**src/rtl/collector_ctrl.sv**
```systemverilog
// Frame sequencer for the collector shift buffer: reads FRAME_LEN samples over a
// rd/rvalid handshake, pushes each one, then advances the frame base by HOP.
module collector_ctrl #(
  parameter int ADDRWIDTH = 20,
  parameter int FRAME_LEN = 100,
  parameter int HOP       = 50,
  parameter int TIMEOUT   = 15
) (
  input  logic                 i_clk,
  input  logic                 i_rst,
  input  logic                 i_start,
  input  logic                 i_abort,
  input  logic                 i_cont,
  input  logic                 i_base_load,
  input  logic [ADDRWIDTH-1:0] i_base,
  output logic [ADDRWIDTH-1:0] o_addr,
  output logic                 o_rd,
  input  logic                 i_rvalid,
  input  logic [7:0]           i_data,
  output logic                 o_push,
  output logic [7:0]           o_sample,
  output logic                 o_busy,
  output logic                 o_done,
  output logic                 o_err,
  output logic [15:0]          o_frame_cnt
);
  // state | meaning
  // IDLE  | waiting for i_start; base may be reloaded
  // REQ   | o_rd high for the current read address
  // WAIT  | waiting for i_rvalid, timeout timer counting down
  // DONE  | o_done pulse; base already advanced by HOP
  typedef enum logic [1:0] {IDLE, REQ, WAIT, DONE} state_t;

  localparam logic [7:0]           LAST_IDX = 8'(FRAME_LEN - 1);
  localparam logic [7:0]           TMR_LOAD = 8'(TIMEOUT - 1);
  localparam logic [ADDRWIDTH-1:0] HOP_INC  = ADDRWIDTH'(HOP);
  localparam logic [ADDRWIDTH-1:0] ONE_INC  = ADDRWIDTH'(1);

  state_t               state_q, state_d;
  logic [ADDRWIDTH-1:0] base_q, base_d;
  logic [ADDRWIDTH-1:0] addr_q, addr_d;
  logic [7:0]           scnt_q, scnt_d;
  logic [7:0]           tmr_q, tmr_d;
  logic [7:0]           sample_q, sample_d;
  logic                 rd_q, rd_d;
  logic                 push_q, push_d;
  logic                 busy_q, busy_d;
  logic                 done_q, done_d;
  logic                 err_q, err_d;
  logic [15:0]          fcnt_q, fcnt_d;

  always_comb begin
    state_d  = state_q;
    base_d   = base_q;
    addr_d   = addr_q;
    scnt_d   = scnt_q;
    tmr_d    = tmr_q;
    sample_d = sample_q;
    rd_d     = 1'b0;
    push_d   = 1'b0;
    done_d   = 1'b0;
    err_d    = err_q;
    fcnt_d   = fcnt_q;
    if (i_abort) begin
      state_d = IDLE;
    end else begin
      case (state_q)
        IDLE: begin
          if (i_base_load) base_d = i_base;
          if (i_start) begin
            state_d = REQ;
            rd_d    = 1'b1;
            scnt_d  = '0;
            err_d   = 1'b0;
            addr_d  = i_base_load ? i_base : base_q;
          end
        end
        REQ: begin
          state_d = WAIT;
          // loaded with TIMEOUT-1 so o_err lands TIMEOUT+1 cycles after o_rd
          tmr_d   = TMR_LOAD;
        end
        WAIT: begin
          if (i_rvalid) begin
            push_d   = 1'b1;
            sample_d = i_data;
            addr_d   = addr_q + ONE_INC;
            scnt_d   = scnt_q + 8'd1;
            if (scnt_q == LAST_IDX) begin
              state_d = DONE;
              done_d  = 1'b1;
              base_d  = base_q + HOP_INC;
              fcnt_d  = fcnt_q + 16'd1;
            end else begin
              state_d = REQ;
              rd_d    = 1'b1;
            end
          end else if (tmr_q == 8'd0) begin
            state_d = IDLE;
            err_d   = 1'b1;
          end else begin
            tmr_d = tmr_q - 8'd1;
          end
        end
        DONE: begin
          if (i_cont) begin
            state_d = REQ;
            rd_d    = 1'b1;
            addr_d  = base_q;
            scnt_d  = '0;
          end else begin
            state_d = IDLE;
          end
        end
        default: state_d = IDLE;
      endcase
    end
    busy_d = (state_d != IDLE);
  end

  always_ff @(posedge i_clk or negedge i_rst) begin
    if (!i_rst) begin
      state_q  <= IDLE;
      base_q   <= '0;
      addr_q   <= '0;
      scnt_q   <= '0;
      tmr_q    <= '0;
      sample_q <= '0;
      rd_q     <= 1'b0;
      push_q   <= 1'b0;
      busy_q   <= 1'b0;
      done_q   <= 1'b0;
      err_q    <= 1'b0;
      fcnt_q   <= '0;
    end else begin
      state_q  <= state_d;
      base_q   <= base_d;
      addr_q   <= addr_d;
      scnt_q   <= scnt_d;
      tmr_q    <= tmr_d;
      sample_q <= sample_d;
      rd_q     <= rd_d;
      push_q   <= push_d;
      busy_q   <= busy_d;
      done_q   <= done_d;
      err_q    <= err_d;
      fcnt_q   <= fcnt_d;
    end
  end

  assign o_addr      = addr_q;
  assign o_rd        = rd_q;
  assign o_push      = push_q;
  assign o_sample    = sample_q;
  assign o_busy      = busy_q;
  assign o_done      = done_q;
  assign o_err       = err_q;
  assign o_frame_cnt = fcnt_q;

endmodule

```
**config.mk**
```make
export PLATFORM = sky130hd
export DESIGN_NAME = collector_ctrl
export DESIGN_NICKNAME = d
export VERILOG_FILES = /design/src/rtl/collector_ctrl.sv
export SDC_FILE = /design/constraint.sdc
export NUM_CORES = 1
export LEC_CHECK = 0
export BUFFER_PORTS_ARGS = -buffer_cell sky130_fd_sc_hd__buf_2
export CORE_UTILIZATION = 48
export CTS_BUF_LIST = sky130_fd_sc_hd__clkbuf_4 sky130_fd_sc_hd__clkbuf_8 sky130_fd_sc_hd__clkbuf_16
export CTS_CLUSTER_SIZE = 8
export DETAILED_ROUTE_END_ITERATION = 6
export GPL_ROUTABILITY_DRIVEN = 1
export GPL_TIMING_DRIVEN = 1
export PLACE_DENSITY = 0.73
export SYNTH_ARGS = -nofsm -noshare
export SYNTH_HDL_FRONTEND = slang
export SYNTH_SLANG_ARGS = --single-unit
```
**constraint.sdc**
```tcl
create_clock -name i_clk -period 1.7 [get_ports i_clk]
set_input_delay 0.17 -clock i_clk [delete_from_list [all_inputs] [get_ports i_clk]]
set_output_delay 0.17 -clock i_clk [all_outputs]
set_load 0.03 [all_outputs]
```
==> impl_metrics.json, run 1 <==
{
  "place_ws_ns": -0.1960,
  "wl_per_cell_um": 18.37,
  "drc_errors": 0,
  "grt_pass1_vias": 4742,
  "drv_cap": 0,
  "dpl_cell_area_um2": 6133,
  "crit_path_start_kind": "flip-flop",
  "synth_top_family_by_area": "simple AND/OR/NAND/NOR gates",
  "drive_gt1_frac": 0.4330,
  "routed_wl_um": 15470,
  "die_w_um": 103.5,
  "crit_top_cell": "buf_4",
  "cp-end-kind": "flip-flop",
  "io_pins": 84,
  "cp.required_ns": 1.97,
  "design_area_um2": 6869,
  "numCtsBuffers": 9,
  "cts_root_buf": "clkbuf_8",
  "hpwlAfterDp_um": 10570,
  "track_usage": 0.2731,
  "p_comb_frac": 0.366,
  "yosys.area_share.adder": 0.01265,
  "worstMarginPinSlew_ns": 0.5448,
  "seq_power_share": 0.401,
  "clockPowerShare": 0.233,
  "power_density_nw_per_um2": 1033,
  "drtIter0Drc": 393,
  "htreeDepth": 3,
  "cts.clk_slew.worst_paths_ns": 0.09,
  "leakage_nw": 3.069,
  "internal_power_mw": 4.371,
  "synth_seq_cells": 87,
  "syn2layout_area_growth_pct": 38.85,
  "clock_sinks": 87,
  "grt_max_degree": 38,
  "cts.path.max_buffers": 2,
  "fin_crit_sh": 1.090,
  "max_freq_mhz": 539.6,
  "io_buffers": 83,
  "power_switching_mw": 2.727,
  "regArea_um2": 2196,
  "cpPeakStageDelay_ns": 0.44,
  "gp_congestion": 0.9449,
  "synth_xor_area_frac": 0.04426,
  "synth-edff-count": 0,
  "grt_pass1_wl_um": 23380,
  "cts_tree": "built",
  "synthSimpleGateAreaFrac": 0.2135,
  "synth_fp_nets": 577,
  "overflow": 0,
  "first_pass_iters": 5,
  "synth_area_per_cell_um2": 9.213,
  "final_antenna_net_count": 0,
  "synth.area.top_cells": "dfrtp_1 44%, o21ai_0 4.8%, a21oi_1 4.1%",
  "vdd_drop_max_mv": 0.5724,
  "layout_setup_ws_ns": -0.1534,
  "start_util": 0.5015,
  "viasPerCell": 5.993,
  "finalSetupViolCount": 18,
  "n_antenna_cell": 0,
  "multi_input_area_um2": 2893,
  "crit_arrival_ns": 2.12,
  "fin_setup_tns_ns": -1.067,
  "final_nets": 745,
  "fp.dieH_um": 103.5,
  "ys_warn_count": 0,
  "finClkSkew_ns": 0.009066,
  "synth_compound_area_frac": 0.2028,
  "crit_type": "reg -> reg",
  "slew_viol_final": 0,
  "synthCells": 537,
  "crit_fanout": 3,
  "fin_crit_ns": 1.853,
  "num_vias": 5046,
  "min-delay-path-class": "in -> reg",
  "core_area_um2": 9864,
  "status": "finished with violations",
  "netlist_area_um2": 4947,
  "violations": "negative setup slack",
  "synth_cell_type_count": 76,
  "synth_mux_area_frac": 0.04350,
  "slew_headroom": 0.6364,
  "yosys.area.top_type_share": 0.4401,
  "synth-main-ff-cell": "dfrtp_1",
  "hold_slack_ns": 0.02426,
  "finalHoldViolations": 0,
  "async_flop_share": 1.000,
  "ys_seq_area_frac": 0.4401,
  "synth_top_area_cell": "dfrtp_1",
  "antenna_found_initial": 0,
  "fillers": 762,
  "crit_chain": "buf_4, buf_4, or3_1, nand3b_1, buf_4, o22a_1",
  "fp-row-count": 36,
  "crit_slowest_cell": "or3_1",
  "clk_latency_ns": 0.37,
  "dieArea_um2": 10720,
  "final_util": 0.6963,
  "swShare": 0.3842,
  "rsz0062_at_grt": "yes"
}
## Yosys cell counts, drive strengths merged, types with 10 or more instances
cell type	n
buf	14
nand3	28
xnor2	15
nor2	39
inv	16
a21oi	41
xor2	10
nand4	17
nor3	16
nand2	49
clkbuf	17
dfrtp	87
o21ai	49
mux2	12
and3	10
## final timing paths
check	cells past startpoint	slack, ns	from	endpoint
worst max register to register	6	-0.15	tmr_q[1]$_DFFE_PN0P_	tmr_q[3]$_DFFE_PN0P_
worst max-delay path	6	-0.15	tmr_q[1]$_DFFE_PN0P_	tmr_q[3]$_DFFE_PN0P_
worst min register to register	1	0.47	o_frame_cnt[15]$_DFFE_PN0P_	o_frame_cnt[15]$_DFFE_PN0P_
worst min-delay path	2	0.02	i_data[7]	o_sample[7]$_DFFE_PN0P_
min in group asynchronous	2	0.32	i_rst	o_addr[1]$_DFFE_PN0P_
max in group asynchronous	3	0.83	i_rst	o_frame_cnt[10]$_DFFE_PN0P_
## cell type report
class | instances | area share
well taps | 133 | 0.02423
multi-input cells | 403 | 0.4211
flip-flops and latches | 87 | 0.3197
clock inverters | 6 | 0.01366
repair buffers | 188 | 0.1934
inverters | 16 | 0.009836
clock buffers | 9 | 0.01803
## routing by layer
layer	vias up	GRT usage	routed length [um]
met5	-	0	0
met3	25	0.05349	1075
met2	195	0.4463	7498
met1	2494	0.3641	6650
li1	2332	-	-
met4	0	0.08903	244
## power groups by stage
stage / logic [mW] / registers, mW / clock network (mW)
global route: 2.78 / 2.89 / 1.74
detailed placement: 2.33 / 2.85 / 0
finish: 2.60 / 2.85 / 1.65
global placement: 2.28 / 2.83 / 0
CTS: 2.39 / 2.81 / 1.66
floorplan: 0.892 / 3.30 / 0
## kinds of logic after synthesis
family,Yosys count
simple gates,197
compound gates,156
flops,87
buf+inv,47
xor+xnor,25
mux,20
fa+ha+maj,5
## sequential cells by signal, summed over array words and instances (netlist names), 2 cells and up
signal       flops
base_q          20
state_q          2
o_sample         8
o_frame_cnt     16
scnt_q           8
o_addr          20
tmr_q            8
## stage by stage
step / power [mW] / instances
after global routing: 7.412 / 842
after CTS: 6.865 / 831
after floorplan: 4.187 / 537
after detailed placement: 5.187 / 807
final: 7.098 / 842
after global placement: 5.104 / 807
## worst max-delay path, delay by kind of cell (launching register included)
kind	cells	cell delay, ns
buf+inv	3	0.44
flops	1	0.41
simple gates	2	0.70
compound gates	1	0.20
## layout by cell type, fill, tap and decap left out, types with 10 or more instances in the layout
cell type   n
xnor2_1    15
nand2_1    46
nor2_1     35
mux2_2     12
nand3_1    24
buf_2      83
inv_1      14
o21ai_1    13
dfrtp_1    72
xor2_1     10
a21oi_1    32
nand4_1    16
dfrtp_2    15
o21ai_0    33
buf_4      89
## repair_timing
item | CTS | global route
buffers inserted | 8 | 9
hold buffers | 1 | 0
gates resized for setup | 18 | 81
endpoints found under the hold margin | 35 | 0
setup endpoints to repair | 38 | 56
pin swaps | 13 | 18
cloned | 0 | 2
Note: power is estimated with default switching activity, not from simulation.
==> inputs of run 2 (changes only) <==
--- a/config.mk
+++ b/config.mk
@@ -6,13 +6,13 @@
 export NUM_CORES = 1
 export LEC_CHECK = 0
 export BUFFER_PORTS_ARGS = -buffer_cell sky130_fd_sc_hd__buf_2
-export CORE_UTILIZATION = 48
+export CORE_UTILIZATION = 51
 export CTS_BUF_LIST = sky130_fd_sc_hd__clkbuf_4 sky130_fd_sc_hd__clkbuf_8 sky130_fd_sc_hd__clkbuf_16
 export CTS_CLUSTER_SIZE = 8
 export DETAILED_ROUTE_END_ITERATION = 6
 export GPL_ROUTABILITY_DRIVEN = 1
 export GPL_TIMING_DRIVEN = 1
-export PLACE_DENSITY = 0.73
+export PLACE_DENSITY = 0.76
 export SYNTH_ARGS = -nofsm -noshare
 export SYNTH_HDL_FRONTEND = slang
 export SYNTH_SLANG_ARGS = --single-unit
==> impl_metrics.json, run 2 (synthesized netlist as in run 1, its figures left out) <==
{
  "grt_pass1_vias": 4893,
  "clk_latency_ns": 0.36,
  "final_cell_mix": "82 x buf_2, 74 x buf_4, 72 x dfrtp_1",
  "viasPerCell": 6.004,
  "finalSetupViolCount": 20,
  "n_antenna_cell": 0,
  "crit_slowest_cell": "dfrtp_1",
  "overflow": 0,
  "critical_path.top_delay_family": "simple AND/OR/NAND/NOR gates",
  "final_nets": 730,
  "slew_headroom": 0.7294,
  "cp-end-kind": "flip-flop",
  "cts.path.max_buffers": 2,
  "vdd_drop_max_mv": 0.6644,
  "crit_path_start_kind": "flip-flop",
  "dieArea_um2": 10100,
  "cpPeakStageDelay_ns": 0.42,
  "core_area_um2": 9328,
  "clock_sinks": 87,
  "drive_gt1_frac": 0.4058,
  "finalHoldViolations": 0,
  "drv_cap": 0,
  "grt_max_degree": 30,
  "status": "finished with violations",
  "timing.critical_path.buf_inv": 1,
  "violations": "negative setup slack",
  "num_vias": 4947,
  "min-delay-path-class": "in -> reg",
  "fin_crit_sh": 1.067,
  "start_util": 0.5304,
  "final_util": 0.7167,
  "leakage_nw": 3.016,
  "io_pins": 84,
  "syn2layout_area_growth_pct": 35.13,
  "worstMarginPinSlew_ns": 0.4044,
  "wl_per_cell_um": 17.49,
  "io_buffers": 83,
  "hpwlAfterDp_um": 10060,
  "grt_pass1_wl_um": 22880,
  "fin_crit_ns": 1.813,
  "crit_fanout": 4,
  "fp.dieH_um": 100.5,
  "max_freq_mhz": 551.5,
  "die_w_um": 100.5,
  "gp_congestion": 0.9113,
  "finClkSkew_ns": 0.008831,
  "track_usage": 0.2864,
  "crit_type": "reg -> reg",
  "routed_wl_um": 14410,
  "first_pass_iters": 5,
  "layout_setup_ws_ns": -0.1131,
  "cts.clk_slew.worst_paths_ns": 0.09,
  "antenna_found_initial": 0,
  "crit_arrival_ns": 2.07,
  "rsz0062_at_grt": "yes",
  "hold_slack_ns": 0.03231,
  "fp-row-count": 35,
  "cts_root_buf": "clkbuf_8",
  "final_antenna_net_count": 0,
  "drtIter0Drc": 408,
  "power_density_nw_per_um2": 1021,
  "mostFrequentLayoutCell": "buf_2",
  "drc_errors": 0,
  "htreeDepth": 3,
  "numCtsBuffers": 9,
  "slew_viol_final": 0,
  "cp.required_ns": 1.96,
  "cts_tree": "built",
  "crit_chain": "inv_2, ha_4, or3b_4, or2_4, nand3b_1, a21oi_2, o22a_1"
}
-- run 2: path summary, 6_finish.rpt --
kind	startpoint	end	slack (ns)	cells after the start
worst max register to register	tmr_q[1]$_DFFE_PN0P_	tmr_q[3]$_DFFE_PN0P_	-0.11	7
worst min register to register	o_frame_cnt[15]$_DFFE_PN0P_	o_frame_cnt[15]$_DFFE_PN0P_	0.49	1
worst max-delay path	tmr_q[1]$_DFFE_PN0P_	tmr_q[3]$_DFFE_PN0P_	-0.11	7
worst min-delay path	i_data[1]	o_sample[1]$_DFFE_PN0P_	0.03	2
min in group asynchronous	i_rst	o_busy$_DFF_PN0_	0.28	2
max in group asynchronous	i_rst	o_addr[4]$_DFFE_PN0P_	0.92	3
-- run 2: stage by stage --
| step | total power, mW | std cells | instance area [um2] | TNS (ns) | setup slack [ns] |
|---|---|---|---|---|---|
| finish | 6.823 | 824 | 6685 | -1.124 | -0.1131 |
| global route | 7.159 | 824 | 6685 | -4.016 | -0.1909 |
| CTS | 6.687 | 818 | 6396 | -0.9360 | -0.1053 |
| detailed placement | 5.157 | 796 | 6076 | -0.9406 | -0.09681 |
| global placement | 5.078 | 796 | 6076 | -0.1117 | -0.04322 |
| floorplan | 4.187 | 537 | 4997 | -0.2093 | -0.08716 |
-- run 2: worst reg2reg max path: cells and delay by family (launching register included) --
| kind | cells | cell delay [ns] |
|---|---|---|
| buffers and inverters | 1 | 0.09 |
| flip-flops | 1 | 0.42 |
| AO/OA/AOI/OAI | 2 | 0.22 |
| adder cells (fa/ha/maj) | 1 | 0.13 |
| AND/OR/NAND/NOR | 3 | 0.86 |
-- run 2: what timing repair did --
item | 4_1_cts | 5_1_grt
hold endpoints to repair | 25 | 0
buffers inserted | 4 | 6
cloned | 1 | 0
pin swaps | 12 | 17
gates resized for setup | 20 | 61
hold buffers | 1 | 0
setup endpoints to repair | 32 | 61
-- run 2: layout make-up --
class	count	area, um2
Clock buffer	10	137.6
Clock inverter	6	68.82
Fill cell	668	2643
Inverter	16	65.06
Multi-Input combinational cell	403	2851
Sequential cell	87	2196
Tap cell	129	161.4
Timing Repair Buffer	172	1197
Timing Repair inverter	1	7.507
-- run 2: layer usage --
| metal | routed length [um] | track usage |
|---|---|---|
| met5 | 0 | 0 |
| met4 | 371 | 0.1115 |
| met3 | 967 | 0.06033 |
| met2 | 6854 | 0.4768 |
| met1 | 6220 | 0.3667 |
-- run 2: where the power goes --
group / internal (mW) / leakage (nW) / switching [mW] / total, mW
clock: 0.728 / 0.103 / 0.799 / 1.53
sequential: 2.46 / 1.07 / 0.377 / 2.84
combinational: 1.00 / 1.84 / 1.46 / 2.46
==> inputs of run 3 (changes only) <==
--- a/config.mk
+++ b/config.mk
@@ -12,7 +12,7 @@
 export DETAILED_ROUTE_END_ITERATION = 6
 export GPL_ROUTABILITY_DRIVEN = 1
 export GPL_TIMING_DRIVEN = 1
-export PLACE_DENSITY = 0.76
+export PLACE_DENSITY = 0.75
 export SYNTH_ARGS = -nofsm -noshare
 export SYNTH_HDL_FRONTEND = slang
 export SYNTH_SLANG_ARGS = --single-unit
==> impl_metrics.json, run 3 (synthesized netlist as in run 1, its figures left out) <==
{
  "cp-end-kind": "flip-flop",
  "final_nets": 740,
  "drv_cap": 0,
  "routed_wl_um": 14900,
  "dpl_cell_area_um2": 6033,
  "drc_errors": 0,
  "fin_crit_ns": 1.902,
  "internal_power_mw": 4.437,
  "track_usage": 0.2883,
  "mostFrequentLayoutCell": "buf_4",
  "drive_gt1_frac": 0.4142,
  "vdd_drop_max_mv": 0.6590,
  "max_freq_mhz": 525.8,
  "core_area_um2": 9328,
  "gp_congestion": 0.9475,
  "final_antenna_net_count": 0,
  "viasPerCell": 6.097,
  "fp.dieH_um": 100.5,
  "cts_tree": "built",
  "cts.clk_slew.worst_paths_ns": 0.10,
  "start_util": 0.5304,
  "min-delay-path-class": "in -> reg",
  "numCtsBuffers": 9,
  "cp.required_ns": 1.96,
  "power_switching_mw": 2.663,
  "htreeDepth": 3,
  "io_pins": 84,
  "slew_headroom": 0.6003,
  "place_ws_ns": -0.2597,
  "drtIter0Drc": 387,
  "hpwlAfterDp_um": 10030,
  "clock_sinks": 87,
  "fin_setup_tns_ns": -2.167,
  "first_pass_iters": 6,
  "finalHoldViolations": 0,
  "p_comb_frac": 0.355,
  "grt_pass1_vias": 4632,
  "cts.path.max_buffers": 2,
  "final_cell_mix": "85 x buf_4, 82 x buf_2, 72 x dfrtp_1",
  "rsz0062_at_grt": "yes",
  "grt_pass1_wl_um": 22760,
  "die_w_um": 100.5,
  "dieArea_um2": 10100,
  "num_vias": 5085,
  "violations": "negative setup slack",
  "clk_latency_ns": 0.36,
  "fin_crit_sh": 1.119,
  "crit_type": "reg -> reg",
  "slew_viol_final": 0,
  "seq_power_share": 0.401,
  "total_power_mw": 7.100,
  "r2r_slack_ns": -0.20,
  "crit_arrival_ns": 2.16,
  "finalSetupViolCount": 29,
  "worstMarginPinSlew_ns": 0.5949,
  "swShare": 0.3751,
  "overflow": 0,
  "grt_max_degree": 40,
  "crit_path_start_kind": "flip-flop",
  "design_area_um2": 6768,
  "syn2layout_area_growth_pct": 36.80,
  "fp-row-count": 35,
  "n_antenna_cell": 0,
  "antenna_found_initial": 0,
  "clockPowerShare": 0.243,
  "cts_root_buf": "clkbuf_8",
  "power_density_nw_per_um2": 1049,
  "wl_per_cell_um": 17.87,
  "status": "finished with violations",
  "fillers": 679,
  "layout_setup_ws_ns": -0.2020,
  "finClkSkew_ns": 0.01616,
  "io_buffers": 83,
  "crit_fanout": 4,
  "leakage_nw": 3.064
}
==> run 3: critical path, cell delays in order, from the launching register on <==
cell,delay (ns)
dfrtp_1,0.38
ha_2,0.18
and4bb_2,0.28
nand2_4,0.07
a221oi_4,0.32
buf_6,0.16
buf_6,0.10
a21oi_2,0.06
a311oi_2,0.26
==> run 3: area by class of cell <==
type | instances | area, um2 | area share
clock inverter | 4 | 76.32 | 0.01128
sequential | 87 | 2196 | 0.3245
timing repair buffer | 182 | 1234 | 0.1823
timing repair inverter | 1 | 7.507 | 0.001109
tap | 129 | 161.4 | 0.02385
inverter | 16 | 70.07 | 0.01035
multi-input combinational | 403 | 2858 | 0.4223
clock buffer | 12 | 165.2 | 0.02440
==> run 3: power by group through the flow <==
stage                     combinational, mW  sequential (mW)  clock, mW
after global placement                 2.22             2.84          0
after global routing                   2.71             2.90       1.83
final                                  2.52             2.85       1.73
after CTS                              2.35             2.83       1.75
after detailed placement               2.28             2.86          0
after floorplan                       0.892             3.30          0
==> run 3: layer usage <==
| metal | GRT usage | up-vias | share of wire |
|---|---|---|---|
| met1 | 0.4000 | 2444 | 0.42 |
| met4 | 0.1193 | 0 | 0.030 |
| met3 | 0.05132 | 45 | 0.079 |
| li1 | - | 2318 | - |
| met5 | 0 | - | 0 |
| met2 | 0.4484 | 278 | 0.47 |
==> run 3: metrics by stage <==
| step | std cells | hold slack [ns] | utilization |
|---|---|---|---|
| after floorplan | 537 | -0.1256 | - |
| after CTS | 823 | 0.03052 | 0.6922 |
| after detailed placement | 797 | 0.1412 | 0.6468 |
| final | 834 | 0.03729 | 0.7256 |
| after global routing | 834 | 0.03127 | 0.7256 |
| after global placement | 797 | 0.1362 | 0.6468 |
==> run 3: repair_timing <==
action	4_1_cts	5_1_grt
pin swaps	15	29
gates resized for setup	30	60
gates cloned	2	0
setup endpoints to repair	45	58
endpoints found under the hold margin	29	0
buffers inserted	7	13
hold buffers	1	0
==> run 3: worst paths after layout <==
check,startpoint,end,cells past startpoint
min in group asynchronous,i_rst,tmr_q[3]$_DFFE_PN0P_,2
hold reg to reg,o_frame_cnt[15]$_DFFE_PN0P_,o_frame_cnt[15]$_DFFE_PN0P_,1
setup / recovery,scnt_q[1]$_DFFE_PN0P_,base_q[3]$_DFFE_PN0P_,8
hold / removal,i_data[7],o_sample[7]$_DFFE_PN0P_,2
setup reg to reg,scnt_q[1]$_DFFE_PN0P_,base_q[3]$_DFFE_PN0P_,8
max in group asynchronous,i_rst,scnt_q[4]$_DFFE_PN0P_,3
